--- config.mk ---
export PLATFORM = sky130hd
export DESIGN_NAME = accel_spi_responder_flat
export DESIGN_NICKNAME = d
export VERILOG_FILES = /design/src/rtl/accel_spi_responder_pkg.sv /design/src/rtl/accel_spi_responder_if.sv /design/src/rtl/accel_spi_responder_spi_edge_sync.sv /design/src/rtl/accel_spi_responder.sv /design/src/flat_wrapper.sv
export SDC_FILE = /design/constraint.sdc
export NUM_CORES = 1
export LEC_CHECK = 0
export CORE_ASPECT_RATIO = 1.4
export CORE_MARGIN = 4
export CORE_UTILIZATION = 61
export DETAILED_ROUTE_END_ITERATION = 8
export PLACE_DENSITY = 0.95
export SYNTH_ARGS = -nofsm -noshare
export SYNTH_HDL_FRONTEND = slang
export SYNTH_SLANG_ARGS = --single-unit
--- constraint.sdc ---
create_clock -name clk -period 7.58 [get_ports clk]
set_clock_uncertainty 0.05 [all_clocks]
set_input_delay 1.516 -clock clk [delete_from_list [all_inputs] [get_ports clk]]
set_output_delay 1.516 -clock clk [all_outputs]
set_load 0.005 [all_outputs]
--- src/rtl/accel_spi_responder_pkg.sv ---
// Shared constants for the accelerometer SPI responder:
// opcodes, register map, reset values and FSM states.
package accel_spi_responder_pkg;

  localparam logic [7:0] CMD_WR = 8'h0A;
  localparam logic [7:0] CMD_RD = 8'h0B;

  localparam logic [7:0] ADDR_DEVID_AD  = 8'h00;
  localparam logic [7:0] ADDR_DEVID_MST = 8'h01;
  localparam logic [7:0] ADDR_PARTID    = 8'h02;
  localparam logic [7:0] ADDR_XDATA     = 8'h08;
  localparam logic [7:0] ADDR_YDATA     = 8'h09;
  localparam logic [7:0] ADDR_ZDATA     = 8'h0A;
  localparam logic [7:0] ADDR_XDATA_L   = 8'h0E;
  localparam logic [7:0] ADDR_XDATA_H   = 8'h0F;
  localparam logic [7:0] ADDR_YDATA_L   = 8'h10;
  localparam logic [7:0] ADDR_YDATA_H   = 8'h11;
  localparam logic [7:0] ADDR_ZDATA_L   = 8'h12;
  localparam logic [7:0] ADDR_ZDATA_H   = 8'h13;
  localparam logic [7:0] ADDR_FILTER    = 8'h2C;
  localparam logic [7:0] ADDR_POWER     = 8'h2D;

  localparam logic [7:0] FILTER_CTL_RST = 8'h13;
  localparam logic [7:0] POWER_CTL_RST  = 8'h00;

  typedef enum logic [2:0] {
    ST_IDLE,
    ST_CMD,
    ST_ADDR,
    ST_DATA,
    ST_IGNORE
  } state_e;

  function automatic logic [7:0] hi_byte(input logic [11:0] s);
    return {{4{s[11]}}, s[11:8]};
  endfunction

endpackage

--- src/rtl/accel_spi_responder_if.sv ---
// SPI link between the movement master and the
// accelerometer responder.
interface accel_spi_responder_if;
  logic sclk;
  logic csn;
  logic mosi;
  logic miso;

  modport master (
    output sclk, csn, mosi,
    input  miso
  );

  modport slave (
    input  sclk, csn, mosi,
    output miso
  );
endinterface

--- src/rtl/accel_spi_responder_spi_edge_sync.sv ---
// Brings an asynchronous SPI line into the clk domain
// and flags its rising and falling edges.
module spi_edge_sync #(
  parameter int   STAGES  = 2,
  parameter logic RST_VAL = 1'b0
) (
  input  logic clk,
  input  logic rst,
  input  logic din,
  output logic level,
  output logic rise,
  output logic fall
);

  logic [STAGES-1:0] sync_q, sync_d;
  logic              prev_q, prev_d;

  // Shift the raw input along the chain; remember last level
  always_comb begin
    sync_d = (sync_q << 1) | STAGES'(din);
    prev_d = sync_q[STAGES-1];
  end

  // Synchronizer and edge-history flops
  always_ff @(posedge clk) begin
    if (rst) begin
      sync_q <= {STAGES{RST_VAL}};
      prev_q <= RST_VAL;
    end else begin
      sync_q <= sync_d;
      prev_q <= prev_d;
    end
  end

  assign level = sync_q[STAGES-1];
  assign rise  = level & ~prev_q;
  assign fall  = ~level & prev_q;

endmodule

--- src/rtl/accel_spi_responder.sv ---
// SPI mode-0 responder emulating the accelerometer
// register view from parallel X/Y/Z samples.
module accel_spi_responder
  import accel_spi_responder_pkg::*;
#(
  parameter int         SYNC_STAGES = 2,
  parameter logic [7:0] DEVID_AD    = 8'hAD,
  parameter logic [7:0] DEVID_MST   = 8'h1D,
  parameter logic [7:0] PARTID      = 8'hF2
) (
  input  logic                  clk,
  input  logic                  rst,
  accel_spi_responder_if.slave  spi,
  input  logic [11:0]           x_in,
  input  logic [11:0]           y_in,
  input  logic [11:0]           z_in,
  output logic                  measure,
  output logic                  frame_done
);

  logic sclk_lvl, sclk_rise, sclk_fall;
  logic csn_lvl, csn_rise, csn_fall;
  logic mosi_lvl, mosi_rise, mosi_fall;
  logic unused_levels;

  // csn resets low so a frame already in progress at reset
  // produces no fall edge until csn has been seen high.
  spi_edge_sync #(.STAGES(SYNC_STAGES), .RST_VAL(1'b0)) u_sclk (
    .clk(clk), .rst(rst), .din(spi.sclk),
    .level(sclk_lvl), .rise(sclk_rise), .fall(sclk_fall)
  );
  spi_edge_sync #(.STAGES(SYNC_STAGES), .RST_VAL(1'b0)) u_csn (
    .clk(clk), .rst(rst), .din(spi.csn),
    .level(csn_lvl), .rise(csn_rise), .fall(csn_fall)
  );
  spi_edge_sync #(.STAGES(SYNC_STAGES), .RST_VAL(1'b0)) u_mosi (
    .clk(clk), .rst(rst), .din(spi.mosi),
    .level(mosi_lvl), .rise(mosi_rise), .fall(mosi_fall)
  );
  assign unused_levels = ^{sclk_lvl, csn_lvl, mosi_rise, mosi_fall};

  state_e      state_q, state_d;
  logic [2:0]  bit_cnt_q, bit_cnt_d;
  logic [7:0]  shift_q, shift_d;
  logic [7:0]  ptr_q, ptr_d;
  logic [7:0]  tx_q, tx_d;
  logic        wr_q, wr_d;
  logic        addr_done_q, addr_done_d;
  logic        miso_q, miso_d;
  logic        frame_done_q, frame_done_d;
  logic [7:0]  filter_q, filter_d;
  logic [7:0]  power_q, power_d;
  logic [11:0] shx_q, shx_d;
  logic [11:0] shy_q, shy_d;
  logic [11:0] shz_q, shz_d;

  logic [7:0]  rx_byte;
  logic [7:0]  rd_addr;
  logic [7:0]  rd_data;

  assign measure    = (power_q[1:0] == 2'b10);
  assign spi.miso   = miso_q;
  assign frame_done = frame_done_q;

  // Register read mux for the byte about to be shifted out
  always_comb begin
    rx_byte = {shift_q[6:0], mosi_lvl};
    rd_addr = (state_q == ST_ADDR) ? rx_byte : ptr_q + 8'd1;
    rd_data = 8'h00;
    case (rd_addr)
      ADDR_DEVID_AD:  rd_data = DEVID_AD;
      ADDR_DEVID_MST: rd_data = DEVID_MST;
      ADDR_PARTID:    rd_data = PARTID;
      ADDR_XDATA:     rd_data = measure ? shx_q[11:4] : 8'h00;
      ADDR_YDATA:     rd_data = measure ? shy_q[11:4] : 8'h00;
      ADDR_ZDATA:     rd_data = measure ? shz_q[11:4] : 8'h00;
      ADDR_XDATA_L:   rd_data = measure ? shx_q[7:0] : 8'h00;
      ADDR_XDATA_H:   rd_data = measure ? hi_byte(shx_q) : 8'h00;
      ADDR_YDATA_L:   rd_data = measure ? shy_q[7:0] : 8'h00;
      ADDR_YDATA_H:   rd_data = measure ? hi_byte(shy_q) : 8'h00;
      ADDR_ZDATA_L:   rd_data = measure ? shz_q[7:0] : 8'h00;
      ADDR_ZDATA_H:   rd_data = measure ? hi_byte(shz_q) : 8'h00;
      ADDR_FILTER:    rd_data = filter_q;
      ADDR_POWER:     rd_data = power_q;
      default:        rd_data = 8'h00;
    endcase
  end

  // Frame FSM: csn edges take priority over sclk edges
  always_comb begin
    state_d      = state_q;
    bit_cnt_d    = bit_cnt_q;
    shift_d      = shift_q;
    ptr_d        = ptr_q;
    tx_d         = tx_q;
    wr_d         = wr_q;
    addr_done_d  = addr_done_q;
    miso_d       = miso_q;
    frame_done_d = 1'b0;
    filter_d     = filter_q;
    power_d      = power_q;
    shx_d        = shx_q;
    shy_d        = shy_q;
    shz_d        = shz_q;
    if (csn_rise) begin
      state_d      = ST_IDLE;
      miso_d       = 1'b0;
      addr_done_d  = 1'b0;
      frame_done_d = addr_done_q;
    end else if (csn_fall) begin
      state_d     = ST_CMD;
      bit_cnt_d   = 3'd0;
      miso_d      = 1'b0;
      addr_done_d = 1'b0;
      shx_d       = x_in;
      shy_d       = y_in;
      shz_d       = z_in;
    end else if (sclk_rise && state_q != ST_IDLE) begin
      shift_d   = rx_byte;
      bit_cnt_d = bit_cnt_q + 3'd1;
      if (bit_cnt_q == 3'd7) begin
        case (state_q)
          ST_CMD: begin
            if (rx_byte == CMD_WR) begin
              wr_d    = 1'b1;
              state_d = ST_ADDR;
            end else if (rx_byte == CMD_RD) begin
              wr_d    = 1'b0;
              state_d = ST_ADDR;
            end else begin
              state_d = ST_IGNORE;
            end
          end
          ST_ADDR: begin
            ptr_d       = rx_byte;
            state_d     = ST_DATA;
            addr_done_d = 1'b1;
            tx_d        = rd_data;
          end
          ST_DATA: begin
            ptr_d = ptr_q + 8'd1;
            if (wr_q) begin
              if (ptr_q == ADDR_FILTER) filter_d = rx_byte;
              if (ptr_q == ADDR_POWER)  power_d  = rx_byte;
            end else begin
              tx_d = rd_data;
            end
          end
          default: ;
        endcase
      end
    end else if (sclk_fall && state_q == ST_DATA && !wr_q) begin
      miso_d = tx_q[7];
      tx_d   = {tx_q[6:0], 1'b0};
    end
  end

  // State and register file
  always_ff @(posedge clk) begin
    if (rst) begin
      state_q      <= ST_IDLE;
      bit_cnt_q    <= 3'd0;
      shift_q      <= 8'h00;
      ptr_q        <= 8'h00;
      tx_q         <= 8'h00;
      wr_q         <= 1'b0;
      addr_done_q  <= 1'b0;
      miso_q       <= 1'b0;
      frame_done_q <= 1'b0;
      filter_q     <= FILTER_CTL_RST;
      power_q      <= POWER_CTL_RST;
      shx_q        <= 12'h000;
      shy_q        <= 12'h000;
      shz_q        <= 12'h000;
    end else begin
      state_q      <= state_d;
      bit_cnt_q    <= bit_cnt_d;
      shift_q      <= shift_d;
      ptr_q        <= ptr_d;
      tx_q         <= tx_d;
      wr_q         <= wr_d;
      addr_done_q  <= addr_done_d;
      miso_q       <= miso_d;
      frame_done_q <= frame_done_d;
      filter_q     <= filter_d;
      power_q      <= power_d;
      shx_q        <= shx_d;
      shy_q        <= shy_d;
      shz_q        <= shz_d;
    end
  end

endmodule

--- src/flat_wrapper.sv ---
// flat-port wrapper written by rule: the top's interface ports become plain ports
module accel_spi_responder_flat import accel_spi_responder_pkg::*;
#(
  parameter int         SYNC_STAGES = 2,
  parameter logic [7:0] DEVID_AD    = 8'hAD,
  parameter logic [7:0] DEVID_MST   = 8'h1D,
  parameter logic [7:0] PARTID      = 8'hF2
)
  (clk, rst, x_in, y_in, z_in, measure, frame_done, spi_sclk, spi_csn, spi_mosi, spi_miso);
  accel_spi_responder_if spi_i ();
  input  logic clk;
  input  logic rst;
  input  logic [11:0] x_in;
  input  logic [11:0] y_in;
  input  logic [11:0] z_in;
  output logic measure;
  output logic frame_done;
  input wire logic [$bits(spi_i.sclk)-1:0] spi_sclk;
  input wire logic [$bits(spi_i.csn)-1:0] spi_csn;
  input wire logic [$bits(spi_i.mosi)-1:0] spi_mosi;
  output wire logic [$bits(spi_i.miso)-1:0] spi_miso;
  assign spi_i.sclk = spi_sclk;
  assign spi_i.csn = spi_csn;
  assign spi_i.mosi = spi_mosi;
  assign spi_miso = spi_i.miso;
  accel_spi_responder #(.SYNC_STAGES(SYNC_STAGES), .DEVID_AD(DEVID_AD), .DEVID_MST(DEVID_MST), .PARTID(PARTID)) u_core (.clk(clk), .rst(rst), .spi(spi_i), .x_in(x_in), .y_in(y_in), .z_in(z_in), .measure(measure), .frame_done(frame_done));
endmodule
## Word-level counts from Yosys, hierarchy flattened

Index checks and enable logic that the tools add are counted.
W data, S select, Z words.

| storage, ports and cells | value |
|---|---|
| bits in registers | 93 |
| bits in latches | 0 |
| bits in writable memories | 0 |
| ROM bits | 0 |
| input port bits | 41 |
| output and inout bits | 3 |
| logic and storage cells | 116 |
| memories kept | 0 |

| cells by class | value |
|---|---|
| add/sub/neg operators | 2 |
| multiply operators | 0 |
| div/mod/pow operators | 0 |
| $lt $le $gt $ge | 0 |
| equal/unequal tests | 25 |
| shifts and indexed selects | 0 |
| muxes and demuxes | 27 |
| bitwise logic cells | 14 |
| reduce and logical (&&, ||, !) cells | 28 |

Operators with widths:

| kind | count |
|---|---|
| $mux W8 | 14 |
| $pmux W8 S14 | 1 |
| $eq A8 B4 Y1 const B | 7 |
| $eq A8 B5 Y1 const B | 4 |
| $eq A8 B6 Y1 const B | 4 |
| $pmux W8 S2 | 2 |
| $reduce_and A7 Y1 | 2 |
| $mux W3 | 4 |
| $reduce_and A3 Y1 | 4 |
| $reduce_and A6 Y1 | 2 |
| $reduce_bool A2 Y1 | 6 |
| $add A8 B1 Y8 const B | 1 |
| $eq A8 B1 Y1 const B | 1 |
| $eq A8 B2 Y1 const B | 1 |
| $logic_not A8 Y1 | 1 |
| $not A1 Y1 | 7 |
| $eq A3 B2 Y1 const B | 2 |
| $or A2 B1 Y2 | 3 |
| $pmux W3 S2 | 1 |
| $reduce_and A2 Y1 | 3 |
| $reduce_bool A3 Y1 | 2 |
| $mux W1 | 5 |
| $reduce_and A5 Y1 | 1 |
| $and A1 B1 Y1 | 4 |
| 11 further kinds | 14 |

## Logic depth before layout (Yosys ltp)

| depth | value |
|---|---|
| depth in word-level cells | 8 |
| depth in mapped cells | 11 |

## By module

From an unflattened synthesis, not the netlist that was laid out.

| second synthesis, totals | value |
|---|---|
| cell total of the unflattened synthesis | 666 |
| area total of the unflattened synthesis | 5,037.3 um2 |

By module, submodules not included:

| module | times used | cells an instance | area each (um2) | sequential area each (um2) |
|---|---|---|---|---|
| accel_spi_responder | 1 | 642 | 4,763.3 | 1,701.6 |
| spi_edge_sync | 3 | 8 | 91.3 | 60.1 |

## Worst setup path before layout

No wires, ideal clock.

| path | value |
|---|---|
| path kind | input to register |
| start point | in rst |
| end point | reg u_core.tx_q[5] |
| arrival | 2.423 ns |
| data required time | 7.381 ns |
| slack | 4.958 ns |
| stages | 5 |
| path buffers | 1 |
| cells stage by stage | clkbuf_1 -> a21o_1 -> o21ai_0 -> a2111oi_0 -> a22oi_1 |

RTL lines:

| element | line | source |
|---|---|---|
| start, declared | flat_wrapper.sv:12 | `input logic rst;` |
| end signal, assigned | accel_spi_responder.sv:180 | `tx_q <= tx_d;` |
| end, declared | accel_spi_responder.sv:46 | `logic [7:0] tx_q, tx_d;` |

## Final worst setup path

| path | value |
|---|---|
| start point | reg u_core.power_q[1] |
| end point | out measure |

| between the ends | value |
|---|---|
| longest elaborated chain between the ends | 1 |

RTL lines:

| element | line | source |
|---|---|---|
| start, declared | accel_spi_responder.sv:52 | `logic [7:0] power_q, power_d;` |
| start signal, assigned | accel_spi_responder.sv:186 | `power_q <= power_d;` |
| $eq A2 B2 Y1 | accel_spi_responder.sv:61 | `assign measure = (power_q[1:0] == 2'b10);` |
| end, declared | flat_wrapper.sv:16 | `output logic measure;` |

Every way passes these cells.

==> flow_metrics.env <==
export IMPL_outcome="completed"
export IMPL_reg2reg_depth=8
export IMPL_path_cells="nor2b_1 > clkdlybuf4s50_1"
export IMPL_start_kind="register"
export IMPL_drt_iter0_markers=517
export IMPL_hold_viol=0
export IMPL_cts_sinks=93
export IMPL_worst_pin_slew_ns=0.948
export IMPL_final_setup_viol_count=0
export IMPL_worstSetupPathType="reg -> out"
export IMPL_io_buffers=43
export IMPL_yosysWarnings=0
export IMPL_required_ns=6.01
export IMPL_synth_nets=627
export IMPL_num_rows=39
export IMPL_synthArstFlopShare=0
export IMPL_ys_seq_area_frac=0.370
export IMPL_synth_top_cell_by_area="dfxtp_1"
export IMPL_die_h_um=116
export IMPL_grt_max_degree=93
export IMPL_synth_main_ff_cell="dfxtp_1"
export IMPL_antenna_found_initial=0
export IMPL_dp_cells=687
export IMPL_irDropWorstVdd_v=0.000180
export IMPL_die_width_um=84.8
export IMPL_setup_tns_ns=0
export IMPL_drive_above_1_share=0.0732
export IMPL_pin_count=44
export IMPL_area_growth_synth_to_final_pct=14.0
export IMPL_hold_buffers=0
export IMPL_grt_pass1_wl_mm=22.1
export IMPL_cp_top_family="buffers and inverters"
export IMPL_avgSynthCellArea_sq_um=8.70
export IMPL_htreeDepth=3
export IMPL_numCtsBuffers=9
export IMPL_grt_setup_unrepaired="no"
export IMPL_place_congestion=1.02
export IMPL_place_hpwl_mm=9.69
export IMPL_end_kind="output pin"
export IMPL_ctsResizeCount=0
export IMPL_slowest_stage="clkdlybuf4s50_1"
export IMPL_vias_per_cell=6.50
export IMPL_grt_overflow_total=0
export IMPL_worstPathArrival_ns=1.92
export IMPL_final_common_cell="nor2_1"
export IMPL_grt_usage=0.287
export IMPL_synthXorXnorAreaFrac=0.00869
export IMPL_drc=0
export IMPL_synth_area_mux_share=0.141
export IMPL_yosys_area_share_adder=0.0174
export IMPL_clock_fmax_ghz=0.287
export IMPL_path_clk_slew_ns=0.07
export IMPL_vias=4566
export IMPL_initial_core_util=0.622
export IMPL_drv_slew=0
export IMPL_ys_seq_elements=93
export IMPL_synth_top_family_by_area="simple AND/OR/NAND/NOR gates"
export IMPL_tritoncts="yes"
export IMPL_mostFrequentLayoutCells="nor2_1, dfxtp_1, mux2i_1, clkdlybuf4s50_1, nand2_1"
export IMPL_grt_pass1_vias=4351
export IMPL_synth_area_leaders="dfxtp_1, mux2i_1, nor2_1, a22oi_1, nand2_1"
export IMPL_crit_fanout=6
export IMPL_min_path_cells=2
export IMPL_firstDrtPassIters=5
export IMPL_synthCells=579
export IMPL_synth_edf_count=0
export IMPL_min_path_type="reg -> reg"
export IMPL_min_period_ns=3.49
export IMPL_cts_root_buf="clkbuf_16"
export IMPL_synth_compound_area_share=0.198
export IMPL_power_density_nw_per_um2=175
export IMPL_synth_distinct_cells=74
export IMPL_synth_simple_area_share=0.220
export IMPL_max_stage_delay_ns=0.63
export IMPL_diodes=0
export IMPL_clockBufferDepth=2
export IMPL_synth_top_area_share=0.370
export IMPL_ant_nets=0
export IMPL_max_slew_margin=0.364
export IMPL_core_area_sq_um=8100
export IMPL_die_area_sq_um=9800
export IMPL_instances_no_fill=703
export IMPL_leakage_nw=2.03
export IMPL_cp_depth=2
export IMPL_syn_cell_area_sq_um=5040
export IMPL_min_period_over_period=0.460
export IMPL_drt_wirelength_per_cell_um=19.8
export IMPL_cap_violations=0
export IMPL_crit_buf_inv=1
export IMPL_final_core_util=0.709
export IMPL_nNetsFinal=644
export IMPL_wl_mm=13.9
export IMPL_whs_ns=0.391
export IMPL_cts_post_setup_buffers_inserted=0
export IMPL_clock_latency_ns=0.35
cell usage after synthesis, drive strengths merged (3+ instances only):
| cell type | n |
|---|---|
| nor4b | 4 |
| a32oi | 6 |
| a211o | 3 |
| nor4 | 3 |
| nor2b | 14 |
| nor2 | 101 |
| a311oi | 3 |
| nor3 | 14 |
| mux2 | 5 |
| o211ai | 6 |
| or3 | 3 |
| a2111oi | 6 |
| nor3b | 7 |
| nand3b | 5 |
| o22ai | 4 |
| a2bb2oi | 3 |
| clkbuf | 23 |
| xnor2 | 3 |
| a221oi | 4 |
| and3 | 7 |
| buf | 18 |
| ha | 7 |
| a222oi | 5 |
| nand2b | 9 |
| a31oi | 5 |
| dfxtp | 93 |
| nand3 | 11 |
| mux2i | 65 |
| inv | 10 |
| a21oi | 10 |
| o21ai | 20 |
| a22oi | 20 |
| nand2 | 37 |
| o32ai | 4 |
| a21o | 6 |
| a22o | 7 |
cell type report:
| class | count | area, sq um |
|---|---|---|
| Sequential cell | 93 | 1860 |
| Fill cell | 638 | 2360 |
| Tap cell | 102 | 128 |
| Inverter | 10 | 37.5 |
| Multi-Input combinational cell | 435 | 2950 |
| Clock buffer | 9 | 225 |
| Timing Repair Buffer | 47 | 455 |
| Clock inverter | 7 | 82.6 |
sequential cells by signal (all words and copies together) (netlist names):
| name | count |
|---|---|
| u_core.shy_q | 12 |
| u_core.filter_q | 8 |
| u_core.shz_q | 12 |
| u_core.u_sclk.prev_q | 1 |
| u_core.state_q | 3 |
| u_core.u_csn.sync_q | 2 |
| u_core.shift_q | 7 |
| u_core.u_mosi.sync_q | 2 |
| u_core.ptr_q | 8 |
| u_core.wr_q | 1 |
| u_core.bit_cnt_q | 3 |
| u_core.shx_q | 12 |
| u_core.u_csn.prev_q | 1 |
| u_core.spi.miso | 1 |
| u_core.tx_q | 8 |
| u_core.addr_done_q | 1 |
| u_core.frame_done | 1 |
| u_core.u_sclk.sync_q | 2 |
| u_core.power_q | 8 |
kinds of logic (layout without fill, tap and decap cells):
family,count (synthesis),after routing
flops,93,93
buf+inv,51,73
simple gates,226,226
mux,70,70
compound gates,127,127
fa+ha+maj,7,7
xor+xnor,5,5
report_power, final:
group	total [W]	switching [W]	internal, W
clock network	0.000459	0.000198	0.000261
registers	0.000500	0.00000538	0.000494
logic	0.0000455	0.0000189	0.0000266
total	0.00100	0.000222	0.000782
metal layers:
metal	up-vias	wire, um	GRT usage
li1	2151	-	-
met1	2130	5320	0.324
met2	218	6800	0.490
met3	67	840	0.0526
met4	0	935	0.200
met5	-	0	0
worst paths after layout:
kind	from	end	slack, ns
setup / recovery	u_core.power_q[1]$_SDFFE_PP0P_	measure	4.09
hold / removal	u_core.addr_done_q$_SDFFE_PP0P_	u_core.frame_done$_SDFF_PP0_	0.39
setup reg to reg	u_core.ptr_q[0]$_SDFFE_PP0P_	u_core.tx_q[7]$_SDFFE_PP0P_	4.12
hold reg to reg	u_core.addr_done_q$_SDFFE_PP0P_	u_core.frame_done$_SDFF_PP0_	0.39
tightest hold or removal path: stages, from the launching register on:
cell	delay, ns
dfxtp_1	0.31
nand2_1	0.05
nor2_1	0.04
stage by stage:
| step | power (W) | setup slack, ns | cell area, sq um |
|---|---|---|---|
| floorplan | 0.000530 | 4.96 | 5040 |
| global placement | 0.000554 | 4.28 | 5430 |
| detailed placement | 0.000556 | 4.23 | 5430 |
| CTS | 0.00101 | 4.10 | 5740 |
| global route | 0.00104 | 3.91 | 5740 |
| finish | 0.00100 | 4.09 | 5740 |
Note: power is estimated with default switching activity, not from simulation.
